[config.mk]
export PLATFORM = sky130hd
export DESIGN_NAME = fifo_cam_queue_flat
export DESIGN_NICKNAME = d
export VERILOG_FILES = /design/src/rtl/fifo_cam_queue_if.sv /design/src/rtl/fifo_cam_queue.sv /design/src/flat_wrapper.sv
export SDC_FILE = /design/constraint.sdc
export NUM_CORES = 1
export LEC_CHECK = 0
export ABC_AREA = 1
export CORE_MARGIN = 2
export CORE_UTILIZATION = 40
export CTS_CLUSTER_SIZE = 14
export DETAILED_ROUTE_END_ITERATION = 12
export SLEW_MARGIN = 20
export SYNTH_ARGS = -nofsm -noshare
export SYNTH_HDL_FRONTEND = slang
export SYNTH_SLANG_ARGS = --single-unit
export TNS_END_PERCENT = 10
[constraint.sdc]
create_clock -name CLOCKI -period 2.2 [get_ports CLOCKI]
set_input_delay 0.44 -clock CLOCKI [delete_from_list [all_inputs] [get_ports CLOCKI]]
set_output_delay 0.44 -clock CLOCKI [all_outputs]
set_load 0.01 [all_outputs]
[src/rtl/fifo_cam_queue_if.sv]
// Bus bundle for fifo_cam_queue: push/pop/flush handshake, probe input and status/hit outputs.
// slave = the queue itself, master = the store path / bench driving it.
interface fifo_cam_queue_if #(
  parameter int WIDTH = 32,
  parameter int DEPTH = 4,
  parameter int CNTW  = 3
);
  logic             PUSHI;
  logic [WIDTH-1:0] DATAI;
  logic             POPI;
  logic             FLUSHI;
  logic [WIDTH-1:0] CMPI;
  logic [WIDTH-1:0] DATAO;
  logic             VALIDO;
  logic             FULLO;
  logic             EMPTYO;
  logic [CNTW-1:0]  COUNTO;
  logic [DEPTH-1:0] CTLHITO;
  logic             ANYHITO;
  logic             ERRO;

  modport slave (
    input  PUSHI, DATAI, POPI, FLUSHI, CMPI,
    output DATAO, VALIDO, FULLO, EMPTYO, COUNTO, CTLHITO, ANYHITO, ERRO
  );

  modport master (
    output PUSHI, DATAI, POPI, FLUSHI, CMPI,
    input  DATAO, VALIDO, FULLO, EMPTYO, COUNTO, CTLHITO, ANYHITO, ERRO
  );
endinterface

[src/rtl/fifo_cam_queue.sv]
// Shift-toward-head FIFO with internal valid tracking and masked broadside compare.
// Optional sticky overflow/underflow flag on ERRO is built when FIFO_CAM_ERR_CHK_EN is defined.
module fifo_cam_queue #(
  parameter int               DEPTH = 4,
  parameter int               WIDTH = 32,
  parameter int               CNTW  = 3,
  parameter logic [WIDTH-1:0] MASK  = {{(WIDTH-2){1'b0}}, 2'b11}
) (
  input logic              CLOCKI,
  input logic              RESET_D1_R_N,
  fifo_cam_queue_if.slave  bus
);

  if (DEPTH < 2 || DEPTH > 16) begin : g_bad_depth
    $error("fifo_cam_queue: DEPTH must be 2..16");
  end
  if ((1 << CNTW) <= DEPTH) begin : g_bad_cntw
    $error("fifo_cam_queue: CNTW too narrow for DEPTH");
  end

  logic [WIDTH-1:0] data_q [DEPTH];
  logic [WIDTH-1:0] data_n [DEPTH];
  logic [DEPTH-1:0] valid_q, valid_n;
  logic [CNTW-1:0]  count_q, count_n;
  logic [CNTW-1:0]  wr_idx;
  logic             full, empty, pop_ok, push_ok;

  // Handshake: a pop only retires a valid head; a push is accepted when
  // there is room or when the same-cycle pop frees the top slot.
  always_comb begin
    full    = valid_q[DEPTH-1];
    empty   = ~valid_q[0];
    pop_ok  = bus.POPI & valid_q[0];
    push_ok = bus.PUSHI & (~full | pop_ok);
    wr_idx  = pop_ok ? (count_q - CNTW'(1)) : count_q;
  end

  always_comb begin
    data_n  = data_q;
    valid_n = valid_q;
    count_n = count_q;
    if (bus.FLUSHI) begin
      // Flush drops valids only; stale data stays but can never hit.
      valid_n = '0;
      count_n = '0;
    end else begin
      if (pop_ok) begin
        for (int i = 0; i < DEPTH - 1; i++) begin
          data_n[i] = data_q[i+1];
        end
        valid_n = valid_q >> 1;
      end
      if (push_ok) begin
        for (int i = 0; i < DEPTH; i++) begin
          if (CNTW'(i) == wr_idx) begin
            data_n[i]  = bus.DATAI;
            valid_n[i] = 1'b1;
          end
        end
      end
      if (push_ok && !pop_ok) begin
        count_n = count_q + CNTW'(1);
      end else if (pop_ok && !push_ok) begin
        count_n = count_q - CNTW'(1);
      end
    end
  end

  always_ff @(posedge CLOCKI) begin
    if (!RESET_D1_R_N) begin
      for (int i = 0; i < DEPTH; i++) begin
        data_q[i] <= '0;
      end
      valid_q <= '0;
      count_q <= '0;
    end else begin
      for (int i = 0; i < DEPTH; i++) begin
        data_q[i] <= data_n[i];
      end
      valid_q <= valid_n;
      count_q <= count_n;
    end
  end

  assign bus.DATAO  = data_q[0];
  assign bus.VALIDO = valid_q[0];
  assign bus.FULLO  = full;
  assign bus.EMPTYO = empty;
  assign bus.COUNTO = count_q;

  // Broadside compare sees stored state only; this cycle's push is not visible.
  for (genvar g = 0; g < DEPTH; g++) begin : g_cmp
    assign bus.CTLHITO[g] = valid_q[g] & (&((data_q[g] ~^ bus.CMPI) | MASK));
  end
  assign bus.ANYHITO = |bus.CTLHITO;

`ifdef FIFO_CAM_ERR_CHK_EN
  logic err_q, overflow, underflow;
  assign overflow  = bus.PUSHI & full & ~pop_ok & ~bus.FLUSHI;
  assign underflow = bus.POPI & empty;

  always_ff @(posedge CLOCKI) begin
    if (!RESET_D1_R_N) begin
      err_q <= 1'b0;
    end else if ((overflow | underflow) && !err_q) begin
      err_q <= 1'b1;
`ifndef SYNTHESIS
      $display("fifo_cam_queue: protocol error (overflow=%0b underflow=%0b)", overflow, underflow);
`endif
    end
  end
  assign bus.ERRO = err_q;
`else
  assign bus.ERRO = 1'b0;
`endif

endmodule

[src/flat_wrapper.sv]
// flat-port wrapper written by rule: the top's interface ports become plain ports
module fifo_cam_queue_flat 
#(
  parameter int               DEPTH = 4,
  parameter int               WIDTH = 32,
  parameter int               CNTW  = 3,
  parameter logic [WIDTH-1:0] MASK  = {{(WIDTH-2){1'b0}}, 2'b11}
)
  (CLOCKI, RESET_D1_R_N, bus_PUSHI, bus_DATAI, bus_POPI, bus_FLUSHI, bus_CMPI, bus_DATAO, bus_VALIDO, bus_FULLO, bus_EMPTYO, bus_COUNTO, bus_CTLHITO, bus_ANYHITO, bus_ERRO);
  fifo_cam_queue_if #(.WIDTH(WIDTH), .DEPTH(DEPTH), .CNTW(CNTW)) bus_i ();
  input logic CLOCKI;
  input logic RESET_D1_R_N;
  input wire logic [$bits(bus_i.PUSHI)-1:0] bus_PUSHI;
  input wire logic [$bits(bus_i.DATAI)-1:0] bus_DATAI;
  input wire logic [$bits(bus_i.POPI)-1:0] bus_POPI;
  input wire logic [$bits(bus_i.FLUSHI)-1:0] bus_FLUSHI;
  input wire logic [$bits(bus_i.CMPI)-1:0] bus_CMPI;
  output wire logic [$bits(bus_i.DATAO)-1:0] bus_DATAO;
  output wire logic [$bits(bus_i.VALIDO)-1:0] bus_VALIDO;
  output wire logic [$bits(bus_i.FULLO)-1:0] bus_FULLO;
  output wire logic [$bits(bus_i.EMPTYO)-1:0] bus_EMPTYO;
  output wire logic [$bits(bus_i.COUNTO)-1:0] bus_COUNTO;
  output wire logic [$bits(bus_i.CTLHITO)-1:0] bus_CTLHITO;
  output wire logic [$bits(bus_i.ANYHITO)-1:0] bus_ANYHITO;
  output wire logic [$bits(bus_i.ERRO)-1:0] bus_ERRO;
  assign bus_i.PUSHI = bus_PUSHI;
  assign bus_i.DATAI = bus_DATAI;
  assign bus_i.POPI = bus_POPI;
  assign bus_i.FLUSHI = bus_FLUSHI;
  assign bus_i.CMPI = bus_CMPI;
  assign bus_DATAO = bus_i.DATAO;
  assign bus_VALIDO = bus_i.VALIDO;
  assign bus_FULLO = bus_i.FULLO;
  assign bus_EMPTYO = bus_i.EMPTYO;
  assign bus_COUNTO = bus_i.COUNTO;
  assign bus_CTLHITO = bus_i.CTLHITO;
  assign bus_ANYHITO = bus_i.ANYHITO;
  assign bus_ERRO = bus_i.ERRO;
  fifo_cam_queue #(.DEPTH(DEPTH), .WIDTH(WIDTH), .CNTW(CNTW), .MASK(MASK)) u_core (.CLOCKI(CLOCKI), .RESET_D1_R_N(RESET_D1_R_N), .bus(bus_i));
endmodule
==> impl_metrics.toml, run 1 <==
[routing]
viasPerCell = 5.172
ant_nets = 0
wl_per_cell_um = 17.44
drt_wl_total_mm = 39.36
drt_first_pass_iters = 7
drc_errors = 0
drt_iter0_drc = 1241
dr_total_vias = 11670

[timing]
tightest_slew_ps = 552.8
slew_violations = 0
min_period_ps = 2292
max_freq_mhz = 436.2
whs_ps = 478.1
fin_ws_ps = -92.28
fin_skew_ps = 9.537
grt_setup_unrepaired = "yes"
hold_viol = 0
fin_crit_sh_pct = 104.2
relSlewSlack_pct = 63.14
setup_tns_ps = -110.7
finalSetupViolations = 2

[global_route]
grt_max_degree = 51
grt_pass1_wl_mm = 60.21
grt_overflow = 0
grtUsageTotal_pct = 30.32
antenna_found_initial = 0
grt_pass1_vias = 10540

[synthesis]
syn_area_um2 = 9713
netlist.top_cell.by_area = "dfxtp_1"
yosysWarningCount = 0
avgSynthCellArea_um2 = 5.614
ys_ff_latch = 135
ys_types = 27
synth_nets = 1802
syn-instance-count = 1730
synthTopCellsByArea = "dfxtp_1 28%, nand2_1 21%, inv_1 11%, nand3_1 7.2%, o21ai_0 7.0%"
synth_top_area_share_pct = 27.82
synth_seq_area_share_pct = 27.82

[place]
place_congestion = 1.035
portBuffers = 109
dp_slack_ps = -851.5
place_area_um2 = 12250
dp_hpwl_mm = 27.76

[power]
netSwitchingPower_mw = 2.413
seqPwrFrac_pct = 35.4
leakagePower_nw = 5.768
ir_worst_vdd_v = 0.0003929
finalPower_mw = 7.465
p_per_area_nw_per_um2 = 570.5
combPwrFrac_pct = 25.6
p_clk_share_pct = 39.1
p_int_mw = 5.052
swShare_pct = 32.32

[finish]
area_growth_pct = 34.73
final_cell_area_um2 = 13090
antenna_cells = 0
fin_nets = 1992
drive_gt1_share_pct = 18.31

[setup_path]
cp-start-kind = "flip-flop"
critical_path_class = "reg2out"
end_kind = "output port"
crit_required_ps = 1760
arrival_ps = 1850
ff2ff_setup_slack_ps = 280
crit_fanout = 2

[status]
status = "finished with violations"
violations = "setup timing"

[clock_tree]
h-tree-depth = 4
clock_path_buffers = 2
clockRootBuffer = "clkbuf_16"
cts_sinks = 135
cts_buffers = 17
cts_tree = "built"
clock_latency_ps = 430
clk_pin_slew_worst_paths_ps = 70
cts_hold_buffers = 0

[floorplanning]
pin_count = 113
die_h_um = 159.8
placementRows = 57
start_util_pct = 40.29
die_x_um = 159.8
core_area_um2 = 24110
dieArea_um2 = 25550

[min_path]
hold_path.class = "reg2reg"

[run]
cap_viol_max_count = 0
==> power groups by stage <==
stage	combinational (mW)	clock (mW)	sequential (mW)
after floorplan	0.951	0	2.67
after global placement	1.82	0	2.68
after detailed placement	1.83	0	2.68
after CTS	1.86	2.95	2.63
after global routing	2.07	3.04	2.65
final	1.91	2.92	2.64
==> worst paths after layout <==
path | from | to | cells past startpoint
min | u_core.data_q[65]$_SDFFE_PN0N_ | u_core.data_q[65]$_SDFFE_PN0N_ | 2
min reg2reg | u_core.data_q[65]$_SDFFE_PN0N_ | u_core.data_q[65]$_SDFFE_PN0N_ | 2
max reg2reg | u_core.bus.COUNTO[1]$_SDFFE_PP0P_ | u_core.data_q[40]$_SDFFE_PN0N_ | 11
max | u_core.data_q[88]$_SDFFE_PN0N_ | bus_ANYHITO | 11
==> cell families after synthesis <==
logic type	synth area share (%)
fa+ha+maj	0.3865
compound gates	12.20
flops	27.82
buf+inv	17.76
simple gates	40.45
other cells	0.03861
xor+xnor	1.340
==> metrics by stage <==
stage,instances,utilization [%]
after floorplan,1730,-
after global placement,2222,50.80
after detailed placement,2222,50.80
after CTS,2257,53.82
after global routing,2257,54.29
final,2257,54.29
==> metal layers <==
metal	GRT usage, %	wire length, µm
met1	41.67	17470
met2	48.05	17650
met3	4.831	3240
met4	11.18	1003
met5	0	0
==> layout by cell type (no fill, tap or decap), types with 4 or more instances in the layout <==
| master | instances |
|---|---|
| a21oi_1 | 6 |
| buf_12 | 21 |
| buf_2 | 4 |
| buf_4 | 164 |
| buf_6 | 5 |
| clkbuf_16 | 17 |
| clkbuf_2 | 5 |
| clkdlybuf4s15_1 | 6 |
| clkdlybuf4s50_1 | 74 |
| clkinv_2 | 6 |
| dfxtp_1 | 102 |
| dfxtp_2 | 32 |
| dlygate4sd2_1 | 16 |
| inv_1 | 268 |
| inv_2 | 16 |
| nand2_1 | 511 |
| nand2_2 | 26 |
| nand2_4 | 5 |
| nand3_1 | 139 |
| nand4_1 | 96 |
| nor2_1 | 119 |
| nor2_2 | 24 |
| nor2_4 | 7 |
| o21ai_0 | 128 |
| o21ai_1 | 94 |
| xnor2_1 | 10 |
==> synth_stat cells <==
cell type / n
nand2_1: 543
inv_1: 280
nor2_1: 148
nand3_1: 140
dfxtp_1: 135
o21ai_0: 135
nand4_1: 96
o21ai_1: 89
clkbuf_1: 44
buf_4: 36
buf_2: 29
buf_1: 17
xnor2_1: 10
a21oi_1: 7
inv_2: 4
ha_1: 3
xor2_1: 3
a31oi_1: 2
buf_6: 1
clkinv_1: 1
conb_1: 1
nand2_2: 1
nor2_2: 1
nor2_4: 1
nor3_2: 1
o21ai_4: 1
xor2_2: 1
==> layout make-up <==
class / count / area (µm²)
Sequential cell: 135 / 2746
Clock inverter: 13 / 130.1
Multi-Input combinational cell: 1183 / 5554
Clock buffer: 19 / 452.9
Timing Repair Buffer: 298 / 2728
Fill cell: 2583 / 11020
Tap cell: 324 / 405.4
Inverter: 285 / 1070
==> state kept, by name (all words and copies together) (netlist names) <==
signal and cells:
u_core.valid_q 4, u_core.data_q 96, u_core.bus.DATAO 32, u_core.bus.COUNTO 3
==> critical path: stages, from the launching register on <==
cell and delay, ps:
dfxtp_4 360, buf_12 130, nand2_8 80, nand2_2 50
nor2_2 70, nand2_1 60, nor2_1 120, nand2_1 110
nor2_4 150, nor2_1 60, nand2_1 80, buf_2 140
==> timing repair <==
action,in CTS,in global routing
pin swaps,23,24
buffers inserted,3,0
setup endpoints to repair,5,5
gates resized for setup,135,70
No activity file was read; power rests on OpenSTA's default activity.
==> inputs of run 2 (changes only) <==
CTS_CLUSTER_DIAMETER = 80   (was unset)
PLACE_DENSITY = 0.67   (was unset)
==> impl_metrics.toml, run 2 (synthesis gave the netlist of run 1 again) <==
[global_route]
antenna_found_initial = 0
grt_overflow = 0
use_met1_pct = 39.43
met3_usage_pct = 4.312
grt_pass1_vias = 10680
grt_max_degree = 123
gr-usage-met2_pct = 47.30
grt_most_used_layer = "met2"
grtUsageTotal_pct = 29.42
grt_pass1_wl_mm = 59.19

[finish]
final_cell_area_um2 = 13110
largest_reg_flops = 96
fin_cells = 2252
drive_gt1_share_pct = 18.05
fin_nets = 1987
regMostFlops = "u_core.data_q"
area_growth_pct = 34.92
layout_common_cells = "513 x nand2_1, 264 x inv_1, 160 x buf_4"
layout_commonest_cell = "nand2_1"
final_core_util_pct = 54.37
antenna_cells = 0

[power]
netSwitchingPower_mw = 2.412
finalPower_mw = 7.779
combPwrFrac_pct = 24.5
p_clk_share_pct = 41.6
seqPwrFrac_pct = 33.9
p_per_area_nw_per_um2 = 593.6
leakagePower_nw = 5.789
swShare_pct = 31.00
p_int_mw = 5.368
ir_worst_vdd_v = 0.0003460

[routing]
drt_wl_total_mm = 38.21
drc_errors = 0
dr_total_vias = 11720
drt_iter0_drc = 1286
wl_per_cell_um = 16.97
drt_first_pass_iters = 7
ant_nets = 0
viasPerCell = 5.202

[clock_tree]
clockRootBuffer = "clkbuf_16"
clock_path_buffers = 2
h-tree-depth = 4
cts_buffers = 17
clk_pin_slew_worst_paths_ps = 60
cts_tree = "built"
clock_latency_ps = 430
cts_hold_buffers = 0
cts_sinks = 135

[place]
place_congestion = 1.064
portBuffers = 109
place_inst = 2215
dp_hpwl_mm = 26.82
dp_slack_ps = -806.4
place_area_um2 = 12180

[timing]
fin_crit_sh_pct = 107.0
whs_ps = 479.1
relSlewSlack_pct = 65.69
fin_skew_ps = 9.054
max_freq_mhz = 424.8
finalSetupViolations = 4
slew_violations = 0
grt_setup_unrepaired = "yes"
setup_tns_ps = -263.6
min_period_ps = 2354
tightest_slew_ps = 514.7
fin_ws_ps = -154.1
hold_viol = 0

[floorplanning]
die_h_um = 159.8
dieArea_um2 = 25550
core_area_um2 = 24110
placementRows = 57
die_x_um = 159.8
pin_count = 113
start_util_pct = 40.29

[setup_path]
end_kind = "output port"
critical_path_class = "in2out"
cp-start-kind = "input pin"
arrival_ps = 1910
crit_fanout = 4
crit_required_ps = 1760
reg2reg_depth = 10

[status]
status = "finished with violations"
violations = "setup timing"

[min_path]
min_path_cells = 2
hold_path.class = "reg2reg"

[run]
cap_viol_max_count = 0
run 2: cell types whose count changed in the layout (fill, tap and decap cells not counted), sizes merged:
cell         delta
clkinvlp        +1
buf             -5
bufinv          +3
clkinv          -3
dlygate4sd2     +2
clkbuf          -3
run 2: final cells by class:
cell class                 count  area, µm²
clock buffer                  18      439.2
clock inverter                14      205.2
fill                        2487      11000
inverter                     285       1070
multi-input combinational   1183       5548
sequential                   135       2746
tap                          324      405.4
timing repair buffer         293       2691
run 2: power by group through the flow:
stage / Sequential (mW) / Combinational (mW) / Clock [mW]
after floorplan: 2.67 / 0.951 / 0
after global placement: 2.68 / 1.81 / 0
after detailed placement: 2.68 / 1.82 / 0
after global routing: 2.65 / 2.06 / 3.34
final: 2.64 / 1.90 / 3.24
after CTS: 2.63 / 1.84 / 3.24
run 2: final timing paths:
path                                startpoint                        endpoint  slack, ps
min reg2reg     u_core.data_q[65]$_SDFFE_PN0N_  u_core.data_q[65]$_SDFFE_PN0N_        480
min             u_core.data_q[65]$_SDFFE_PN0N_  u_core.data_q[65]$_SDFFE_PN0N_        480
max reg2reg  u_core.bus.COUNTO[1]$_SDFFE_PP0P_  u_core.data_q[13]$_SDFFE_PN0P_        230
max                                bus_CMPI[2]                     bus_ANYHITO       -150
run 2: per-layer routing:
metal | part of all wire (%) | up-vias
li1 | - | 5763
met1 | 43 | 5284
met2 | 45 | 589
met3 | 8.5 | 79
met4 | 3.8 | 0
met5 | 0 | -
run 2: critical path, cell delays in order:
cell and delay [ps]:
dlygate4sd2_1 290, buf_4 160, xnor2_2 180, nand3_1 100
nor2_1 120, nand2_1 80, nor2_2 160, buf_4 140
nor2_2 40, nand2_2 100, buf_6 110
run 2: timing repair:
action / in CTS / in global routing
resized for setup: 119 / 87
buffers inserted: 2 / 3
endpoints found under the setup margin: 5 / 5
pin swaps: 25 / 27
hold endpoints to repair: 0 / 0
